<file path="src/rtl/exp_calculator_vec.sv">
// N-lane pipelined Q4.12 exp(x), 3-cycle latency, one vector per clock, no backpressure.
// Optional macro EXP_CALC_POS_SAT_EN: compute positive inputs with saturation instead of clamping them to 0.
module exp_calculator_vec #(
    parameter int N         = 4,
    parameter int BIT_WIDTH = 16
) (
    input  logic                        i_clk,
    input  logic                        i_rst,
    input  logic                        i_valid,
    input  logic signed [BIT_WIDTH-1:0] i_data [N],
    output logic signed [BIT_WIDTH-1:0] o_exp  [N],
    output logic                        o_valid
);
    localparam int FRAC = 12;
    localparam int YF   = 2 * FRAC;
    localparam int PW   = BIT_WIDTH + 14;
    localparam int KW   = PW - YF;
    localparam int SW   = KW + 1;
    localparam logic signed [PW-1:0] LOG2E = PW'(5909);
`ifdef EXP_CALC_POS_SAT_EN
    localparam logic [17:0] SAT = 18'((1 << (BIT_WIDTH - 1)) - 1);
`endif

    // 2^(idx/64) in Q1.15, built by repeated multiplication by 2^(1/64) held in Q2.30.
    function automatic logic [16:0] exp2_q15(input int idx);
        logic [63:0] acc;
        acc = 64'd1 << 30;
        for (int j = 0; j < idx; j++)
            acc = (acc * 64'd1085434106 + (64'd1 << 29)) >> 30;
        return 17'((acc + (64'd1 << 14)) >> 15);
    endfunction

    logic [16:0] lut [65];
    for (genvar g = 0; g < 65; g++) begin : g_lut
        localparam logic [16:0] ENTRY = exp2_q15(g);
        assign lut[g] = ENTRY;
    end

    logic [2:0] vld;

    always_ff @(posedge i_clk or negedge i_rst) begin
        if (!i_rst) begin
            vld     <= '0;
            o_valid <= 1'b0;
        end else begin
            vld     <= {vld[1:0], i_valid};
            o_valid <= vld[2];
        end
    end

    for (genvar l = 0; l < N; l++) begin : g_lane
        logic signed [BIT_WIDTH-1:0] x_q;
        logic signed [BIT_WIDTH-1:0] x_c;
        logic signed [PW-1:0]        prod;
        logic signed [KW-1:0]        k1;
        logic signed [KW-1:0]        k2;
        logic [YF-1:0]               f1;
        logic [16:0]                 lo;
        logic [16:0]                 hi;
        logic [16:0]                 p_c;
        logic [16:0]                 p2;
        logic signed [SW-1:0]        sh;
        logic [4:0]                  sa;
        logic [17:0]                 rnd;
        logic [BIT_WIDTH-1:0]        res_c;
        logic [BIT_WIDTH-1:0]        res_q;

`ifdef EXP_CALC_POS_SAT_EN
        assign x_c = x_q;
`else
        assign x_c = (x_q > 0) ? '0 : x_q;
`endif
        // y = x*log2(e) in Q.24: integer part is k, low 24 bits are f.
        assign prod = PW'(x_c) * LOG2E;

        assign lo  = lut[{1'b0, f1[YF-1:YF-6]}];
        assign hi  = lut[{1'b0, f1[YF-1:YF-6]} + 7'd1];
        assign p_c = lo + 17'((35'(hi - lo) * 35'(f1[YF-7:0])) >> 18);

        // Q1.15 to Q.12 is a right shift by 3, so 2^k folds into a shift of 3-k.
        assign sh = SW'(3) - SW'(k2);
        assign sa = sh[4:0];

        always_comb begin
            rnd   = ({1'b0, p2} + (18'd1 << (sa - 5'd1))) >> sa;
            res_c = BIT_WIDTH'(rnd);
            if (sh > SW'(16))
                res_c = '0;
`ifdef EXP_CALC_POS_SAT_EN
            else if (sh < SW'(1) || rnd > SAT)
                res_c = SAT[BIT_WIDTH-1:0];
`endif
        end

        always_ff @(posedge i_clk or negedge i_rst) begin
            if (!i_rst) begin
                x_q   <= '0;
                k1    <= '0;
                f1    <= '0;
                k2    <= '0;
                p2    <= '0;
                res_q <= '0;
            end else begin
                if (i_valid)
                    x_q <= i_data[l];
                if (vld[0]) begin
                    k1 <= prod[PW-1:YF];
                    f1 <= prod[YF-1:0];
                end
                if (vld[1]) begin
                    k2 <= k1;
                    p2 <= p_c;
                end
                if (vld[2])
                    res_q <= res_c;
            end
        end

        assign o_exp[l] = res_q;
    end
endmodule

</file>
<file path="config.mk">
export PLATFORM = sky130hd
export DESIGN_NAME = exp_calculator_vec
export DESIGN_NICKNAME = d
export VERILOG_FILES = /design/src/rtl/exp_calculator_vec.sv
export SDC_FILE = /design/constraint.sdc
export NUM_CORES = 2
export LEC_CHECK = 0
export ABC_AREA = 1
export CAP_MARGIN = 30
export CORE_UTILIZATION = 50
export CTS_CLUSTER_DIAMETER = 40
export CTS_CLUSTER_SIZE = 24
export DETAILED_ROUTE_END_ITERATION = 8
export PLACE_DENSITY = 0.74
export SKIP_LAST_GASP = 1
export SYNTH_ARGS = -nofsm -noshare
export SYNTH_HDL_FRONTEND = slang
export SYNTH_SLANG_ARGS = --single-unit
export TNS_END_PERCENT = 50
</file>
<file path="constraint.sdc">
create_clock -name i_clk -period 11 [get_ports i_clk]
set_input_delay 2.2 -clock i_clk [delete_from_list [all_inputs] [get_ports i_clk]]
set_output_delay 2.2 -clock i_clk [all_outputs]
set_load 0.03 [all_outputs]
</file>
# Yosys cells after proc, flatten, opt, wreduce, memory -nomap -nowiden
# Memory sizes are Yosys's and may differ from the RTL's.
# Cells that the tools add are included.
classes:
  add_sub_neg: 24
  n_mul: 8
  magnitude_cmp: 16
  n_shift: 8
  muxes: 24
  bitwise_logic: 8
op_table:
  columns: ["operator", "n"]
  rows:
  - ["17-bit 2-to-1 mux", 16]
  - ["18-bit by 19-bit multiplier with 35-bit output", 4]
  - ["16-bit 2-to-1 mux", 8]
  - ["16-bit by 14-bit multiplier with 30-bit output, second input constant", 4]
  - ["17-bit by 18-bit adder with 18-bit output", 4]
  - ["1-bit by 5-bit << shifter with 18-bit output, first input constant", 4]
  - ["18-bit by 5-bit right shift with 16-bit output", 4]
  - ["17-bit by 17-bit subtractor with 18-bit output", 4]
  - ["17-bit adder", 4]
  - ["8-bit greater-or-equal comparator, second input constant", 8]
  - ["16-bit by 1-bit > comparator with 1-bit output, second input constant", 4]
  - ["6-bit inverter with 8-bit output", 4]
  - ["7-bit inverter with 8-bit output", 4]
  - ["6-bit by 1-bit adder with 7-bit output, second input constant", 4]
  - ["7-bit by 6-bit > comparator with 1-bit output, second input constant", 4]
  - ["3-bit by 6-bit subtractor with 7-bit output, first input constant", 4]
  - ["5-bit by 1-bit subtractor with 5-bit output, second input constant", 4]
totals:
  ff_bits: 344
  rom_bits: 17408
  in_bits: 67
  word_cells: 122
  mem_count: 8
memory_table:
  columns: ["name", "words", "word_bits", "read_ports", "rd_ports_with_merged_regs", "wr", "line_no", "source"]
  rows:
  - ["(no name shown)", 128, 17, 1, 0, 0, "77", "assign hi = lut[{1'b0, f1[YF-1:YF-6]} + 7'd1];"]
  - ["(no name shown)", 128, 17, 1, 0, 0, "76", "assign lo = lut[{1'b0, f1[YF-1:YF-6]}];"]
  - ["(no name shown)", 128, 17, 1, 0, 0, "77", null]
  - ["(no name shown)", 128, 17, 1, 0, 0, "76", null]
  - ["(no name shown)", 128, 17, 1, 0, 0, "77", null]
  - ["(no name shown)", 128, 17, 1, 0, 0, "76", null]
  - ["2 more memories", null, null, null, null, null, null, null]

# Longest topological paths before layout
depth:
  ltp_word: 8
  mapped_depth: 66
  mapped_depth_nobuf: 62

# Worst setup path after synthesis
# OpenSTA, ideal clock, no wires.
synth_path:
  path_type: "register to register"
  from: "reg g_lane[0].f1[20]"
  to: "reg g_lane[0].p2[12]"
  arrival_time_ns: 9.986
  required_ns: 10.917
  slack_ns: 0.932
  stages_incl_launch_ff: 58
  path_buffers: 4
  cell_sequence: "dfrtp_1 -> buf_2 -> inv_1 -> clkbuf_1 -> ha_1 -> inv_1 -> buf_1 -> ha_1 -> inv_1 -> nor2_1 -> o21ai_0 -> nand3b_1 -> nand2_1 -> nand2_1 -> ha_1 -> inv_1 -> fa_1 -> a21oi_1 -> [... 22 more ...] -> inv_1 -> o21ai_0 -> a31oi_1 -> xnor2_1 -> ha_1 -> fa_1 -> nand3_1 -> nand3_1 -> inv_1 -> nor2_1 -> nor2_1 -> o21ai_0 -> nand2_1 -> nand2_1 -> a21oi_1 -> o21ai_0 -> xor2_1 -> o21ai_0"
synth_via:
  elab_chain_cells: 8
  elab_cells_between_ends: 12
synth_rtl:
  columns: ["element", "line_no", "source"]
  rows:
  - ["start, declared", "57", "logic [YF-1:0] f1;"]
  - ["start signal, assigned", "108", "f1 <= prod[YF-1:0];"]
  - ["6-bit by 1-bit adder with 7-bit output", "77", null]
  - ["7-bit inverter with 8-bit output (not written as such)", "77", null]
  - ["memory read 128 x 17 bit", null, null]
  - ["17-bit 2-to-1 mux (not written as such) (2 in a row)", "77", null]
  - ["17-bit by 17-bit subtractor with 18-bit output", "78", "assign p_c = lo + 17'((35'(hi - lo) * 35'(f1[YF-7:0])) >> 18);"]
  - ["18-bit by 19-bit multiplier with 35-bit output", "78", null]
  - ["17-bit adder *", "78", null]
  - ["end signal, assigned", "112", "p2 <= p_c;"]
  - ["end, declared", "61", "logic [16:0] p2;"]
# Mark *: on every way between the ends. The rest lies on a longest branch, timed or not. The select of a mux whose other input is x is not followed.
# A chain may end at the register's enable or synchronous reset.

# Final worst setup path
layout_path:
  from: "reg g_lane[1].f1[19]"
  to: "reg g_lane[1].p2[10]"
layout_via:
  elab_chain_cells: 8
  elab_cells_between_ends: 12
layout_rtl:
  columns: ["element", "line_no"]
  rows:
  - ["start, declared", "57"]
  - ["start signal, assigned", "108"]
  - ["6-bit by 1-bit adder with 7-bit output", "77"]
  - ["7-bit inverter with 8-bit output (not written as such)", "77"]
  - ["memory read 128 x 17 bit", null]
  - ["17-bit 2-to-1 mux (not written as such) (2 in a row)", "77"]
  - ["17-bit by 17-bit subtractor with 18-bit output", "78"]
  - ["18-bit by 19-bit multiplier with 35-bit output", "78"]
  - ["17-bit adder *", "78"]
  - ["end signal, assigned", "112"]
  - ["end, declared", "61"]
# Marks and branches as above.

==> impl_metrics.tcl <==
set metrics [dict create \
    status "finished clean" \
    dominant_register_cell_in_the_synthesized_netlist "sky130_fd_sc_hd__dfrtp_1" \
    critical_path_launch_point_type "register" \
    num_vias 86210 \
    route.detailed.drc 0 \
    drt-wirelength-per-cell_um 18.89 \
    worst_pin_slew_ns 1.051 \
    cap_viol_max_count 0 \
    fmax_ghz 0.09538 \
    hold_ws_ns 0.4758 \
    gpl.final_weighted_congestion 1.016 \
    worst-endpoint-arrival_ns 11.03 \
    synth_async_sr_flop_share 1.000 \
    synth_nets 15460 \
    track_usage 0.3098 \
    ios 132 \
    worstHoldPathType "register to register" \
    dpl_worst_slack_ns 0.2901 \
    worst_path_largest_cell_delay_ns 0.54 \
    yosys_register_bits 344 \
    syn-mean-instance-area_sq_um 7.279 \
    tritoncts.num_buffers 71 \
    clock-sinks 344 \
    worstReg2RegEnd "g_lane[1].p2[10]" \
    fp.coreArea_sq_um 186200 \
    num-nets-final 15630 \
    min_delay_worst_endpoint "g_lane[2].p2[0]" \
    reg2reg_setup_slack_ns 0.52 \
    timing.final.hold_violations 0 \
    routed_via_density 5.514 \
    timing.slew.headroom 0.2995 \
    synth.distinct_cells 81 \
    cts-root-buf "sky130_fd_sc_hd__clkbuf_16" \
    setup_slack_ns 0.5155 \
    die_x_um 435.9 \
    synth_area_sq_um 94120 \
    required_time_worst_endpoint_ns 11.54 \
    die_area_sq_um 190000 \
    clk_path_buf_depth 3 \
    finalSetupViolCount 0 \
    synth.yosys.seq_area_share 0.09146 \
    setup_repair_after_global_routing_missed_its_margin "yes" \
    dp_hpwl_mm 245.5 \
    total_wire_length_after_detailed_routing_mm 295.3 \
    post-route-period-util 0.9531 \
    drt_first_pass_iters 8 \
    yosysWarningCount 0 \
    synthToLayoutAreaGrowth_pct 9.255 \
    drive_gt1_frac 0.06197 \
    layout.cells.most_common_list "sky130_fd_sc_hd__nand2_1 (2,799), sky130_fd_sc_hd__inv_1 (2,620), sky130_fd_sc_hd__fa_1 (1,328)" \
    timing.setup.critical_path_class "register to register" \
    worstHoldStart "g_lane[2].p2[0]" \
    die_y_um 435.9 \
    timing.setup.tns_ns 0 \
    largest_net_degree_at_the_start_of_global_routing 153 \
    tritoncts "yes" \
    leading_cell_type_in_the_layout_fill_and_taps_excluded "sky130_fd_sc_hd__nand2_1" \
    global_route.usage.met3 0.05618 \
    initial_cell_density_of_the_core 0.5054 \
    post-route-min-period_ns 10.48 \
    worst_path_max_delay_cell "sky130_fd_sc_hd__fa_1" \
    drv_slew 0 \
    r2r.worst_path.cells 52 \
    row_count 158 \
    worst_hold_path.num_cells 2 \
    postSynthCellCount 12930 \
    grt_overflow 0 \
    clkTransAtPathRegs_ns 0.06 \
    worstSetupEndpointType "register" \
    drt-initial-drc-count 8141 \
    io_buf_count 131 \
    clock_latency_on_the_worst_skew_pair_ns 0.71 \
    antenna_violating_nets_left 0 \
    synth-edff-count 0 \
    grt_busiest_layer "met2" \
    clock-skew-final_ns 0.04658 \
    grt_antenna_before_repair 4 \
    met1_usage 0.4089 \
    h-tree-depth 3 \
    globalRouteMet2Util 0.4995 \
    grt_pass1_vias 86390 \
    first_pass_grt_wire_length_mm 470.7 \
    cp_max_fo 15 \
    regToRegStartpoint "g_lane[1].f1[19]" \
    critical-path-top-cell-by-count "sky130_fd_sc_hd__nand2_1" \
]
==> metrics by stage <==
step | std cells | area, sq um | util
floorplan | 12930 | 94120 | -
CTS | 15600 | 102000 | 0.5476
global route | 15630 | 102800 | 0.5522
global placement | 15460 | 99470 | 0.5342
finish | 15630 | 102800 | 0.5522
detailed placement | 15470 | 99480 | 0.5342
==> sequential cells by signal, indices dropped and copies added, names as in the netlist <==
signal and flops:
g_lane.res_q 64, vld 3, g_lane.f1 96, g_lane.k2 24
o_valid 1, g_lane.k1 24, g_lane.x_q 64, g_lane.p2 68
==> synth_stat cells, types with 10 or more instances <==
library cell	count	area [sq um]
sky130_fd_sc_hd__ha_1	1138	14240
sky130_fd_sc_hd__a221oi_1	14	122.6
sky130_fd_sc_hd__nand2_1	2809	10540
sky130_fd_sc_hd__inv_2	34	127.6
sky130_fd_sc_hd__dfrtp_1	344	8608
sky130_fd_sc_hd__inv_1	2635	9891
sky130_fd_sc_hd__nor2_1	1105	4148
sky130_fd_sc_hd__o21bai_1	27	202.7
sky130_fd_sc_hd__buf_2	43	215.2
sky130_fd_sc_hd__nand3_1	615	3078
sky130_fd_sc_hd__o31ai_1	31	232.7
sky130_fd_sc_hd__o21a_1	24	180.2
sky130_fd_sc_hd__buf_1	31	116.4
sky130_fd_sc_hd__o2111ai_1	13	113.9
sky130_fd_sc_hd__or2_2	60	375.4
sky130_fd_sc_hd__a21boi_0	11	82.58
sky130_fd_sc_hd__a21oi_1	606	3033
sky130_fd_sc_hd__nor3_1	139	695.7
sky130_fd_sc_hd__a32oi_1	11	96.34
sky130_fd_sc_hd__o21ai_1	23	115.1
sky130_fd_sc_hd__a211oi_1	29	217.7
sky130_fd_sc_hd__xor2_1	115	1007
sky130_fd_sc_hd__mux2_2	14	157.7
sky130_fd_sc_hd__a311oi_1	17	148.9
sky130_fd_sc_hd__o22ai_1	42	262.8
sky130_fd_sc_hd__clkbuf_1	329	1235
sky130_fd_sc_hd__o311ai_0	17	148.9
sky130_fd_sc_hd__o211ai_1	56	420.4
sky130_fd_sc_hd__nand2_2	16	100.1
sky130_fd_sc_hd__o21ai_2	10	87.58
sky130_fd_sc_hd__a31o_2	10	87.58
sky130_fd_sc_hd__nand4_1	66	412.9
sky130_fd_sc_hd__a31oi_1	87	544.3
sky130_fd_sc_hd__o221ai_1	15	131.4
sky130_fd_sc_hd__xnor2_1	91	797.0
sky130_fd_sc_hd__o21ai_0	708	3543
sky130_fd_sc_hd__nor4_1	50	312.8
sky130_fd_sc_hd__fa_1	1329	26610
sky130_fd_sc_hd__clkinv_1	30	112.6
sky130_fd_sc_hd__a21o_1	54	405.4
sky130_fd_sc_hd__nand3b_1	22	165.2
==> final cells by class <==
| type | count | area, sq um |
|---|---|---|
| diodes | 1 | 2.502 |
| clock buffers | 81 | 1896 |
| clock inverters | 49 | 595.6 |
| fillers | 17810 | 83390 |
| inverters | 2702 | 10210 |
| multi-input cells | 9472 | 74180 |
| flip-flops and latches | 344 | 8623 |
| well taps | 2480 | 3103 |
| repair buffers | 503 | 4219 |
| repair inverters | 1 | 5.005 |
==> worst max path at each step <==
stage | from | to | slack [ns]
3_3_place_gp | g_lane[3].f1[19] | g_lane[3].p2[12] | 0.35
5_1_grt | g_lane[0].f1[19] | g_lane[0].p2[13] | -0.19
6_report | g_lane[1].f1[19] | g_lane[1].p2[10] | 0.52
3_5_place_dp | g_lane[3].f1[18] | g_lane[3].p2[15] | 0.29
2_1_floorplan | g_lane[0].f1[20] | g_lane[0].p2[12] | 0.93
4_1_cts | g_lane[3].f1[18] | g_lane[3].p2[15] | 0.21
==> cells by family (layout without fill, tap and decap cells) <==
family / count (synthesis) / in the layout / synth area share
and+or+nand+nor: 4924 / 4924 / 0.2148
adders and majority gates: 2467 / 2467 / 0.4339
other: 1 / 2 / 0.00003984
xor gates and xnor gates: 208 / 208 / 0.01951
AOI/OAI and AO/OA: 1858 / 1858 / 0.1133
buffers and inverters: 3114 / 3336 / 0.1253
muxes: 14 / 14 / 0.001675
DFF: 344 / 344 / 0.09146
==> per-layer routing <==
metal	vias up	share of wire	routed length (um)
li1	40860	-	-
met1	41090	0.42	123900
met2	3587	0.45	133200
met3	661	0.081	23890
met4	4	0.049	14370
met5	-	0.00010	31
==> worst max-delay path, delay by kind of cell, from the launching register on <==
kind / cells / cell delay, ns
compound gates: 12 / 2.06
xor+xnor: 2 / 0.33
fa+ha+maj: 11 / 4.61
buf+inv: 11 / 1.33
flops: 1 / 0.36
simple gates: 16 / 1.62
==> repair_timing <==
action                                  in CTS  in global routing
hold buffers                                 0                  0
endpoints found under the setup margin       0                 42
gates resized for setup                      0                180
setup buffers                                0                 36
Power is not shown: default switching activity piles up to over one toggle a cycle in this logic, so the estimate is an artifact.
